<file path="config.mk">
export PLATFORM = sky130hd
export DESIGN_NAME = alu_op_sequencer
export DESIGN_NICKNAME = d
export VERILOG_FILES = /design/src/rtl/alu_op_sequencer_pkg.sv /design/src/rtl/alu_op_sequencer_fifo.sv /design/src/rtl/alu_op_sequencer.sv
export SDC_FILE = /design/constraint.sdc
export NUM_CORES = 1
export LEC_CHECK = 0
export ABC_AREA = 1
export ABC_CLOCK_PERIOD_IN_PS = 2700
export CAP_MARGIN = 20
export CORE_UTILIZATION = 30
export DETAILED_ROUTE_END_ITERATION = 16
export GPL_ROUTABILITY_DRIVEN = 0
export GPL_TIMING_DRIVEN = 1
export PLACE_DENSITY = 0.47
export SLEW_MARGIN = 20
export SYNTH_ARGS = -nofsm -noshare
export SYNTH_HDL_FRONTEND = slang
export SYNTH_SLANG_ARGS = --single-unit
</file>
<file path="constraint.sdc">
create_clock -name clk -period 2.7 [get_ports clk]
set_input_delay 0.54 -clock clk [delete_from_list [all_inputs] [get_ports clk]]
set_output_delay 0.54 -clock clk [all_outputs]
set_load 0.01 [all_outputs]
</file>
<file path="src/rtl/alu_op_sequencer_pkg.sv">
// Shared definitions for the ALU issue stage: ALU select codes, default
// widths and the sequencer FSM state encoding.
package alu_op_sequencer_pkg;

  localparam int DEF_DATA_W     = 8;
  localparam int DEF_FIFO_DEPTH = 4;

  // Select codes understood by alu_8bit
  localparam logic [1:0] ALU_ADD = 2'b00;
  localparam logic [1:0] ALU_SUB = 2'b01;
  localparam logic [1:0] ALU_AND = 2'b10;
  localparam logic [1:0] ALU_OR  = 2'b11;

  // Sequencer FSM states
  typedef enum logic [1:0] {
    ST_IDLE = 2'b00,
    ST_EXEC = 2'b01,
    ST_DONE = 2'b10
  } seq_state_t;

endpackage

</file>
<file path="src/rtl/alu_op_sequencer_fifo.sv">
// Synchronous command FIFO. Head entry is visible on o_rdata whenever the
// FIFO is not empty; push is refused while full, pop while empty.
module alu_op_sequencer_fifo #(
  parameter int WIDTH = 19,
  parameter int DEPTH = 4
) (
  input  logic             clk,
  input  logic             rst_n,
  input  logic             i_push,
  input  logic             i_pop,
  input  logic [WIDTH-1:0] i_wdata,
  output logic [WIDTH-1:0] o_rdata,
  output logic             o_full,
  output logic             o_empty
);

  // DEPTH is a power of two, so pointers wrap naturally at their width
  localparam int AW = (DEPTH > 1) ? $clog2(DEPTH) : 1;
  localparam int CW = AW + 1;
  localparam logic [CW-1:0] FULL_CNT = CW'(DEPTH);
  localparam logic [CW-1:0] CNT_ONE  = {{(CW-1){1'b0}}, 1'b1};
  localparam logic [AW-1:0] PTR_ONE  = {{(AW-1){1'b0}}, 1'b1};

  logic [WIDTH-1:0] r_mem [DEPTH];
  logic [AW-1:0]    r_wr_ptr;
  logic [AW-1:0]    r_rd_ptr;
  logic [CW-1:0]    r_count;
  logic             w_push;
  logic             w_pop;

  assign o_full  = (r_count == FULL_CNT);
  assign o_empty = (r_count == {CW{1'b0}});
  assign w_push  = i_push && !o_full;
  assign w_pop   = i_pop && !o_empty;
  assign o_rdata = r_mem[r_rd_ptr];

  // Storage array: written at the tail on an accepted push
  always_ff @(posedge clk or negedge rst_n) begin
    if (!rst_n) begin
      for (int i = 0; i < DEPTH; i++) begin
        r_mem[i] <= {WIDTH{1'b0}};
      end
    end else if (w_push) begin
      r_mem[r_wr_ptr] <= i_wdata;
    end
  end

  // Pointers and occupancy; simultaneous push and pop leave the count unchanged
  always_ff @(posedge clk or negedge rst_n) begin
    if (!rst_n) begin
      r_wr_ptr <= {AW{1'b0}};
      r_rd_ptr <= {AW{1'b0}};
      r_count  <= {CW{1'b0}};
    end else begin
      if (w_push) begin
        r_wr_ptr <= r_wr_ptr + PTR_ONE;
      end
      if (w_pop) begin
        r_rd_ptr <= r_rd_ptr + PTR_ONE;
      end
      case ({w_push, w_pop})
        2'b10:   r_count <= r_count + CNT_ONE;
        2'b01:   r_count <= r_count - CNT_ONE;
        default: r_count <= r_count;
      endcase
    end
  end

endmodule

</file>
<file path="src/rtl/alu_op_sequencer.sv">
// Issue stage for alu_8bit: buffers commands, drives registered operands and
// select into the ALU, captures result/carry and keeps an accumulator so
// that commands with acc=1 chain on the previous result.
module alu_op_sequencer
  import alu_op_sequencer_pkg::*;
#(
  parameter int DATA_W     = DEF_DATA_W,
  parameter int FIFO_DEPTH = DEF_FIFO_DEPTH
) (
  input  logic              clk,
  input  logic              rst_n,
  input  logic              in_valid,
  output logic              in_ready,
  input  logic [DATA_W-1:0] in_a,
  input  logic [DATA_W-1:0] in_b,
  input  logic [1:0]        in_sel,
  input  logic              in_acc,
  output logic [DATA_W-1:0] alu_a,
  output logic [DATA_W-1:0] alu_b,
  output logic [1:0]        alu_sel,
  input  logic [DATA_W-1:0] alu_result,
  input  logic              alu_carry,
  output logic              out_valid,
  input  logic              out_ready,
  output logic [DATA_W-1:0] out_result,
  output logic              out_carry
);

  // Entry layout: {a, b, sel, acc}
  localparam int CMD_W = DATA_W * 2 + 3;

  seq_state_t        r_state;
  seq_state_t        w_state_nxt;
  logic              w_pop;
  logic              w_full;
  logic              w_empty;
  logic [CMD_W-1:0]  w_wdata;
  logic [CMD_W-1:0]  w_rdata;
  logic [DATA_W-1:0] w_head_a;
  logic [DATA_W-1:0] w_head_b;
  logic [1:0]        w_head_sel;
  logic              w_head_acc;
  logic [DATA_W-1:0] r_acc;
  logic [DATA_W-1:0] r_alu_a;
  logic [DATA_W-1:0] r_alu_b;
  logic [1:0]        r_alu_sel;
  logic              r_out_valid;
  logic [DATA_W-1:0] r_out_result;
  logic              r_out_carry;

  assign in_ready   = !w_full;
  assign w_wdata    = {in_a, in_b, in_sel, in_acc};
  assign w_head_a   = w_rdata[CMD_W-1 -: DATA_W];
  assign w_head_b   = w_rdata[DATA_W+2 -: DATA_W];
  assign w_head_sel = w_rdata[2:1];
  assign w_head_acc = w_rdata[0];

  assign alu_a      = r_alu_a;
  assign alu_b      = r_alu_b;
  assign alu_sel    = r_alu_sel;
  assign out_valid  = r_out_valid;
  assign out_result = r_out_result;
  assign out_carry  = r_out_carry;

  alu_op_sequencer_fifo #(
    .WIDTH (CMD_W),
    .DEPTH (FIFO_DEPTH)
  ) u_fifo (
    .clk     (clk),
    .rst_n   (rst_n),
    .i_push  (in_valid),
    .i_pop   (w_pop),
    .i_wdata (w_wdata),
    .o_rdata (w_rdata),
    .o_full  (w_full),
    .o_empty (w_empty)
  );

  // FSM state register
  always_ff @(posedge clk or negedge rst_n) begin
    if (!rst_n) begin
      r_state <= ST_IDLE;
    end else begin
      r_state <= w_state_nxt;
    end
  end

  // Next-state and pop decision: a pop is always an issue into the ALU
  always_comb begin
    w_state_nxt = r_state;
    w_pop       = 1'b0;
    case (r_state)
      ST_IDLE: begin
        if (!w_empty) begin
          w_pop       = 1'b1;
          w_state_nxt = ST_EXEC;
        end else begin
          w_state_nxt = ST_IDLE;
        end
      end
      ST_EXEC: begin
        w_state_nxt = ST_DONE;
      end
      ST_DONE: begin
        if (out_ready) begin
          if (!w_empty) begin
            w_pop       = 1'b1;
            w_state_nxt = ST_EXEC;
          end else begin
            w_state_nxt = ST_IDLE;
          end
        end else begin
          w_state_nxt = ST_DONE;
        end
      end
      default: begin
        w_state_nxt = ST_IDLE;
      end
    endcase
  end

  // Issue registers: loaded only on pop, so they hold steady otherwise
  always_ff @(posedge clk or negedge rst_n) begin
    if (!rst_n) begin
      r_alu_a   <= {DATA_W{1'b0}};
      r_alu_b   <= {DATA_W{1'b0}};
      r_alu_sel <= 2'b00;
    end else if (w_pop) begin
      r_alu_a   <= w_head_acc ? r_acc : w_head_a;
      r_alu_b   <= w_head_b;
      r_alu_sel <= w_head_sel;
    end
  end

  // Result capture in EXEC; accumulator updates there, ahead of the next issue
  always_ff @(posedge clk or negedge rst_n) begin
    if (!rst_n) begin
      r_acc        <= {DATA_W{1'b0}};
      r_out_valid  <= 1'b0;
      r_out_result <= {DATA_W{1'b0}};
      r_out_carry  <= 1'b0;
    end else if (r_state == ST_EXEC) begin
      r_acc        <= alu_result;
      r_out_result <= alu_result;
      r_out_carry  <= alu_carry;
      r_out_valid  <= 1'b1;
    end else if ((r_state == ST_DONE) && out_ready) begin
      r_out_valid  <= 1'b0;
    end
  end

endmodule

</file>
# --- Yosys cells after proc, flatten, opt, wreduce, memory -nomap -nowiden ---
# Index checks and enable logic that the tools add are counted.
op_classes:
  n_addsub: 4
  multipliers: 0
  div_mod_pow: 0
  n_lt_le_gt_ge: 3
  eq_ne: 5
  n_shift: 0
  mux: 16
  bitwise: 2
  reduce_logical: 10
op_table:
  columns: ["cell", "n"]
  rows:
  - ["$bwmux W76", 1]
  - ["$mux W19", 3]
  - ["$bmux W19 S2", 1]
  - ["$demux W19 S2", 1]
  - ["$mux W8", 1]
  - ["$ge A3 B3 Y1 const B", 2]
  - ["$not A2 Y3", 2]
  - ["$pmux W2 S3", 1]
  - ["$pmux W3 S2", 1]
  - ["$mux W1", 5]
  - ["$add A2 B1 Y2 const B", 2]
  - ["$eq A2 B1 Y1 const B", 2]
  - ["$eq A2 B2 Y1 const B", 2]
  - ["$logic_and A1 B1 Y1", 4]
  - ["$reduce_bool A2 Y1", 2]
  - ["$add A3 B1 Y3 const B", 1]
  - ["$eq A3 B3 Y1 const B", 1]
  - ["$logic_not A3 Y1", 1]
  - ["$lt A3 B1 Y1 const B", 1]
  - ["$sub A3 B1 Y3 const B", 1]
  - ["$logic_not A1 Y1", 2]
  - ["$logic_not A2 Y1", 1]
  - ["$mux W2", 1]
  - ["$pmux W1 S2", 1]
totals:
  register_bits: 113
  latch_bits: 0
  ramBits: 0
  mem_bits_ro: 0
  input_bits: 32
  memories: 0

# --- Longest topological paths before layout ---
# Gate-level depths: netlist of run 1.
depth:
  depth_word: 7
  ltp_mapped: 12
  mapped_depth_nobuf: 11

# --- Modules after synthesis ---
# Synthesis of run 1 repeated with hierarchy kept, for this count alone.
unflattened:
  cells_unflattened: 676
  hier_area_um2: 5519.0
by_module_without_submodules:
  columns: ["mod", "instances", "cells_per_inst", "area_each_um2", "seq_area_each_um2"]
  rows:
  - ["alu_op_sequencer_fifo", 1, 520, 4171.5, 2077.0]
  - ["alu_op_sequencer", 1, 156, 1347.5, 750.7]

# --- Worst setup path before layout of run 1 ---
# No wires, ideal clock.
synth_timing:
  kind: "input to register"
  start: "in out_ready"
  end: "reg u_fifo.r_count[2]"
  t_arrival_ns: 1.939
  setup_slack_ns: 0.630
  stages: 11
  path_cell_list: "nand2_1 o21ai_0 nand2_1 inv_1 buf_2 ha_1 inv_1 fa_1 a21oi_1 o21ai_0 xor2_1"
synth_via:
  elab_chain_len: 5
  elab_cells_between_ends: 7
  cone_classes: "eq/ne: 2; mux: 3; reduce/logical: 2"
synth_rtl:
  columns: ["element", "line", "text"]
  rows:
  - ["start: declaration", "alu_op_sequencer.sv:24", "input logic out_ready,"]
  - ["$mux W1 (*)", "alu_op_sequencer.sv:105", "if (out_ready) begin"]
  - ["$pmux W1 S2 (*)", "alu_op_sequencer.sv:92", "case (r_state)"]
  - ["$logic_and A1 B1 Y1 (*)", "alu_op_sequencer_fifo.sv:34", "assign w_pop = i_pop && !o_empty;"]
  - ["via u_fifo.w_pop", "alu_op_sequencer_fifo.sv:29", "logic w_pop;"]
  - ["$eq A2 B1 Y1 / $eq A2 B2 Y1 (equally long branches)", "alu_op_sequencer_fifo.sv:61", "case ({w_push, w_pop})"]
  - ["$pmux W3 S2 / $reduce_bool A2 Y1 (equally long branches)", null, null]
  - ["end signal: assignment", "alu_op_sequencer_fifo.sv:62", "2'b10: r_count <= r_count + CNT_ONE;"]
  - ["end signal: assignment", "alu_op_sequencer_fifo.sv:63", "2'b01: r_count <= r_count - CNT_ONE;"]
  - ["end signal: assignment", "alu_op_sequencer_fifo.sv:64", "default: r_count <= r_count;"]
  - ["end: declaration", "alu_op_sequencer_fifo.sv:27", "logic [CW-1:0] r_count;"]
# The timed path passes the listed nets; every way through them passes the cells marked *.
# A chain may end at the register's enable or synchronous reset.

# --- Final worst setup path of run 1 ---
layout_timing:
  start: "reg u_fifo.r_count[0]"
  end: "out in_ready"
layout_via:
  elab_chain_len: 2
layout_rtl:
  columns: ["element", "line", "text"]
  rows:
  - ["start signal: assignment", "alu_op_sequencer_fifo.sv:53", "r_count <= {CW{1'b0}};"]
  - ["start signal: assignment", "alu_op_sequencer_fifo.sv:62", null]
  - ["start signal: assignment", "alu_op_sequencer_fifo.sv:63", null]
  - ["$eq A3 B3 Y1", "alu_op_sequencer_fifo.sv:31", "assign o_full = (r_count == FULL_CNT);"]
  - ["$logic_not A1 Y1", "alu_op_sequencer.sv:51", "assign in_ready = !w_full;"]
  - ["end: declaration", "alu_op_sequencer.sv:13", "output logic in_ready,"]
# No other way between the ends.

==> results of run 1 <==
[stage by stage]
| step | area [µm²] | setup slack [ns] | power (mW) | util (%) | cells |
|---|---|---|---|---|---|
| detailed placement | 6050 | 0.188 | 6.65 | 36.1 | 885 |
| global route | 6710 | 0.307 | 9.82 | 40.0 | 917 |
| finish | 6710 | 0.588 | 9.05 | 40.0 | 917 |
| CTS | 6710 | 0.555 | 9.16 | 40.0 | 917 |
| global placement | 6050 | 0.210 | 6.55 | 36.1 | 885 |
| floorplan | 5210 | 0.630 | 5.28 | - | 624 |
[Yosys cell counts (all sizes together)]
library cell and instances:
nand2 245, dfrtp 113, o21ai 100, nand3 47, inv 44, buf 24, a21oi 14, clkbuf 11
o211ai 9, nor2 6, ha 5, xor2 3, fa 1, mux2 1, xnor2 1
[cell type report]
| type | instances | area share, % |
|---|---|---|
| Clock buffer | 22 | 7.07 |
| Clock inverter | 10 | 2.69 |
| Inverter | 44 | 2.46 |
| Multi-Input combinational cell | 432 | 30.2 |
| Sequential cell | 113 | 42.2 |
| Tap cell | 220 | 4.10 |
| Timing Repair Buffer | 76 | 11.3 |
[routing by layer]
layer	part of all wire, %	wire length, µm
met1	50	6770
met3	4.6	629
met2	45	6100
met4	1.2	170
met5	0	0
[placed cells by master (no fill, tap or decap), types with 9 or more instances in the layout]
cell / instances
clkbuf_16: 17
o21ai_0: 99
nand3_1: 44
a21oi_1: 14
buf_4: 14
dfrtp_1: 113
clkdlybuf4s50_1: 59
nand2_1: 243
o211ai_1: 9
inv_1: 42
[critical path: stages, from the launching register on]
cell and delay (ns):
dfrtp_1 0.39, inv_2 0.11, nand3_4 0.14, clkdlybuf4s50_1 0.52
[worst paths after layout]
path	startpoint	to	slack, ns
max in group asynchronous	rst_n	r_state[1]	1.93
hold reg to reg	r_state[0]	r_state[1]	0.46
min in group clk	r_state[0]	r_state[1]	0.46
setup reg to reg	r_state[0]	u_fifo.r_count[2]	0.73
hold / removal	rst_n	u_fifo.r_mem[31]	0.15
setup / recovery	u_fifo.r_count[0]	in_ready	0.59
[state kept, by name (all words and copies together) (netlist names)]
name	flops
out_valid	1
u_fifo.r_mem	76
out_carry	1
alu_sel	2
out_result	8
u_fifo.r_count	3
alu_b	8
u_fifo.r_rd_ptr	2
alu_a	8
r_state	2
u_fifo.r_wr_ptr	2
[logic make-up (layout without fill, tap and decap cells)]
group / Yosys count / in the layout
simple gates: 298 / 298
compound gates: 123 / 123
flops: 113 / 113
buf+inv: 79 / 152
fa+ha+maj: 6 / 6
xor+xnor: 4 / 4
mux: 1 / 1
[where the power goes]
group          internal, mW  leakage (nW)  switching (mW)  total [mW]
Combinational          1.37          1.48            2.32        3.69
Sequential             2.53          1.40           0.364        2.89
Clock                  1.70         0.316           0.762        2.47
==> results.txt, run 1 <==
Maxcap violations: 0
# fillers: 1,697
Part of the cycle the worst path needs: 78.2%
CTS Buffer Depth: 2
Cts repair resizes: 0
Initial DRT Pass Iterations: 5
FF-to-FF path depth: 11
Pwr per Cell Area: 1350 nW/µm²
Sequential cell area: 2830 µm²
Status: completed
#FFs+latches synth: 113
Setup Skew: 0.00982 ns
Gr usage total: 16.7%
Simple-gate share of the synthesized area: 24.2%
Post-CTS Setup Bufs: 0
Routed WL per cell: 14.9 µm
Area Growth Syn to Fin: 28.7%
Worst Path Required: 2.16 ns
Met1 Use GR: 22.7%
Drt total wl: 13,700 µm
Min Hold Slack: 0.146 ns
Slew headroom: 57.6%
HP Class: primary input to async pin
Initial antenna violation count: 0
XOR/XNOR Fraction of Synth Area: 0.672%
Die Wd: 134 µm
Netlist Area Pre-Place: 5210 µm²
WS Path Type: flip-flop to output port
Post-synth top area cell: dfrtp_1
Overall die area: 17,900 µm²
Skew-Pair Late Insertion Delay: 0.41 ns
Cells after Synth: 624
Final setup viols: 0
Synth Area in Adders: 1.59%
Post-synthesis sequential area ratio: 54.3%
DRT iter0 DRCs: 293
WP data arrival: 1.57 ns
Synthesis warning total: 0
Met3 usage: 4.08%
Vias/cell: 4.62
GR peak layer: met2
Yosys top cell area share: 54.3%
Syn avg cell area: 8.35 µm²
Most area-consuming cells after synthesis: dfrtp_1 54%, nand2_1 18%, o21ai_0 9.5%
Core Area: 16,800 µm²
Maximum vdd drop: 0.000618 V
Antenna cells: 0
Total gr overflow: 0
Post-synthesis compound-gate area fraction: 12.2%
Total Nets Final: 722
Period minus WS final: 2.11 ns
DIE HEIGHT: 134 µm
Number of global-route vias before repair: 4,274
CTS tree: built
Via total after detailed routing: 4,237
Layout cells sized above 1: 8.46%
TNS Setup: 0 ns
Clock root cell: clkbuf_16
Mux contribution to synthesized area: 0.216%
Detail Route Antenna Nets: 0
Met2 global-route usage: 25.3%
Buffers on Ports: 60
CP Capture Type: output port
Area of the multi-input gates: 2030 µm²
Post-Syn Nets: 662
Post-DP HPWL: 8800 µm
First-pass GRT wire length: 22,700 µm
Hold Vio Cnt, Final: 0
RSZ-0062 raised after global routing: false
Cts hold-fix bufs: 0
Sink Count: 113
Leakage: 3.19 nW
H-Tree Depth: 4
Largest net degree at the start of global routing: 64
Yosys cell types: 27
Worst setup SP type: flip-flop
DRC: 0
Row count: 47
Slew at the pin closest to its max-slew limit: 0.636 ns
Clock transition at path regs: 0.05 ns
Max Clk Rate: 473 MHz
Slew Viols, Final: 0
Largest family of logic cells by synthesized area: simple AND/OR/NAND/NOR gates
Initial core utilization: 31.1%
I/O pins: 61
Num CTS Buffers: 17
Max Fanout on Critical Path: 3
Note: power is estimated with default switching activity, not from simulation.
==> inputs of run 2 (changes only) <==
- ABC_CLOCK_PERIOD_IN_PS: 2700 -> 1740
- PLACE_DENSITY: 0.47 -> 0.49
- clock period: 2.7 -> 1.74 ns (I/O delays scaled with it)
==> run 2 against run 1 <==
Effect of this change:
- the flow now finishes with violations (setup timing)
- via count grew 1.9%
- clock power increased by 25%
- critical endpoint is now u_fifo.r_count[2]
- hold slack improved by 0.15 ns
- non-clock buffer count grew 26
- clock skew shrank 0.0025 ns
- register-to-register slack lost 0.78 ns
- critical path type is now flip-flop to flip-flop
==> results.txt, run 2 (synthesis gave the netlist of run 1 again) <==
Status: finished with violations
Failing checks: setup timing
Total Nets Final: 748
Pwr per Cell Area: 2030 nW/µm²
DRC: 0
Placed inst area: 6190 µm²
Vias/cell: 4.58
Overall die area: 17,900 µm²
Buffers on Ports: 60
Routed WL per cell: 14.4 µm
Part of the cycle the worst path needs: 103%
Initial DRT Pass Iterations: 4
Initial antenna violation count: 0
Total gr overflow: 0
Worst Path Required: 2.03 ns
Maximum vdd drop: 0.000760 V
Worst setup startpoint: u_fifo.r_count[1]
CTS Buffer Depth: 2
Initial core utilization: 31.1%
GR peak layer: met2
Clock transition at path regs: 0.05 ns
CP most frequent cell: inv_2
CP peak stage delay: 0.38 ns
Met2 global-route usage: 25.0%
Area Growth Syn to Fin: 30.6%
Antenna cells: 0
Layout cells sized above 1: 12.4%
Fin worst setup slack: -0.0450 ns
Crit-path slowest cell: dfrtp_1
Leakage: 3.27 nW
Slew headroom: 72.0%
Largest net degree at the start of global routing: 62
CTS tree: built
Post-DP HPWL: 9020 µm
Max reg flops: 76
Num CTS Buffers: 17
Cells along the critical path: inv_2 > nand3_4 > buf_6 > nand2_8 > ha_4 > inv_2 > fa_2 > a21oi_2 > o21ai_1 > xor2_1
Worst setup SP type: flip-flop
First-pass GRT wire length: 22,800 µm
R2R Setup Slk: -0.05 ns
FF-to-FF path depth: 10
Core Area: 16,800 µm²
Met1 Use GR: 22.7%
Slew at the pin closest to its max-slew limit: 0.420 ns
Detail Route Antenna Nets: 0
Drt total wl: 13,500 µm
H-Tree Depth: 4
Worst R2R Start: u_fifo.r_count[1]
Die Wd: 134 µm
WS Path Type: flip-flop to flip-flop
Setup Skew: 0.00730 ns
WP data arrival: 2.08 ns
Period minus WS final: 1.79 ns
Max Clk Rate: 560 MHz
I/O pins: 61
Clock root cell: clkbuf_16
CP Capture Type: flip-flop
Design area: 6810 µm²
Gr usage total: 16.5%
Skew-Pair Late Insertion Delay: 0.41 ns
RSZ-0062 raised after global routing: true
Hold Vio Cnt, Final: 0
Commonest non-fill, non-tap cell in the layout: nand2_1
Sink Count: 113
Slew Viols, Final: 0
HP Class: primary input to async pin
Final setup viols: 1
Worst path depth: 10
Cell family contributing the most delay on the critical path: adder cells
Row count: 47
Critical Path End: u_fifo.r_count[2]
Max Fanout on Critical Path: 3
Via total after detailed routing: 4,316
DIE HEIGHT: 134 µm
Met3 usage: 4.01%
Crit path buf inv count: 3
Number of global-route vias before repair: 4,319
Top reg by flops: u_fifo.r_mem
Most frequent cells in the layout: 242 x nand2_1, 113 x dfrtp_1, 96 x o21ai_0
Maxcap violations: 0
DRT iter0 DRCs: 255
Worst r2r dst: u_fifo.r_count[2]
Final Util: 40.6%
==> run 2: cell types whose count changed in the layout (fill, tap and decap cells not counted), moves of 2 or more <==
| cell | previous run | this run |
|---|---|---|
| clkbuf_1 | 2 | 5 |
| bufinv_16 | 5 | 0 |
| clkinvlp_4 | 2 | 0 |
| inv_1 | 42 | 39 |
| o21ai_0 | 99 | 96 |
| inv_2 | 2 | 5 |
| buf_4 | 14 | 39 |
| clkinv_2 | 3 | 6 |
| o21ai_1 | 1 | 3 |
==> run 2: through the flow <==
step	setup slack (ns)	total power, mW	cells	hold WS, ns	setup TNS (ns)
final	-0.0450	13.8	943	0.294	-0.0450
after global routing	-0.147	15.0	943	0.320	-1.14
after CTS	-0.0703	13.9	941	0.286	-0.0703
after detailed placement	-0.500	10.7	902	0.183	-4.88
after global placement	-0.456	10.5	902	0.183	-4.92
after floorplan	-0.102	8.30	624	0.0524	-0.102
==> run 2: area by class of cell <==
cell class | instances | area (µm²)
Clock buffer | 26 | 499
Clock inverter | 6 | 30.0
Fill cell | 1682 | 9950
Inverter | 44 | 165
Multi-Input combinational cell | 432 | 2050
Sequential cell | 113 | 2830
Tap cell | 220 | 275
Timing Repair Buffer | 102 | 955
==> run 2: power breakdown <==
group | internal [mW] | leakage [nW] | total (mW) | switching, mW
Combinational | 2.55 | 1.60 | 6.19 | 3.64
Sequential | 3.92 | 1.40 | 4.52 | 0.601
Clock | 1.95 | 0.268 | 3.09 | 1.14
Total | 8.43 | 3.27 | 13.8 | 5.38
==> run 2: worst min-delay path by stage <==
stage / from / to / slack (ns) / depth (start not counted)
6_report: rst_n / u_fifo.r_mem[11] / 0.29 / 2
5_1_grt: rst_n / u_fifo.r_mem[11] / 0.32 / 2
3_3_place_gp: rst_n / u_fifo.r_mem[12] / 0.18 / 1
2_1_floorplan: rst_n / alu_a[0] / 0.05 / 0
4_1_cts: rst_n / u_fifo.r_mem[11] / 0.29 / 2
3_5_place_dp: rst_n / u_fifo.r_mem[31] / 0.18 / 1
==> run 2: what timing repair did <==
| item | in CTS | in global routing |
|---|---|---|
| setup buffers | 6 | 2 |
| hold buffers | 1 | 0 |
| pin swaps | 4 | 1 |
| resized for setup | 6 | 1 |
| hold endpoints to repair | 5 | 0 |
| endpoints found under the setup margin | 2 | 20 |
==> run 2: metal layers <==
layer,share of wire (%),wire length [µm]
met5,0,0
met1,48,6490
met3,5.1,687
met2,45,6110
met4,1.8,241
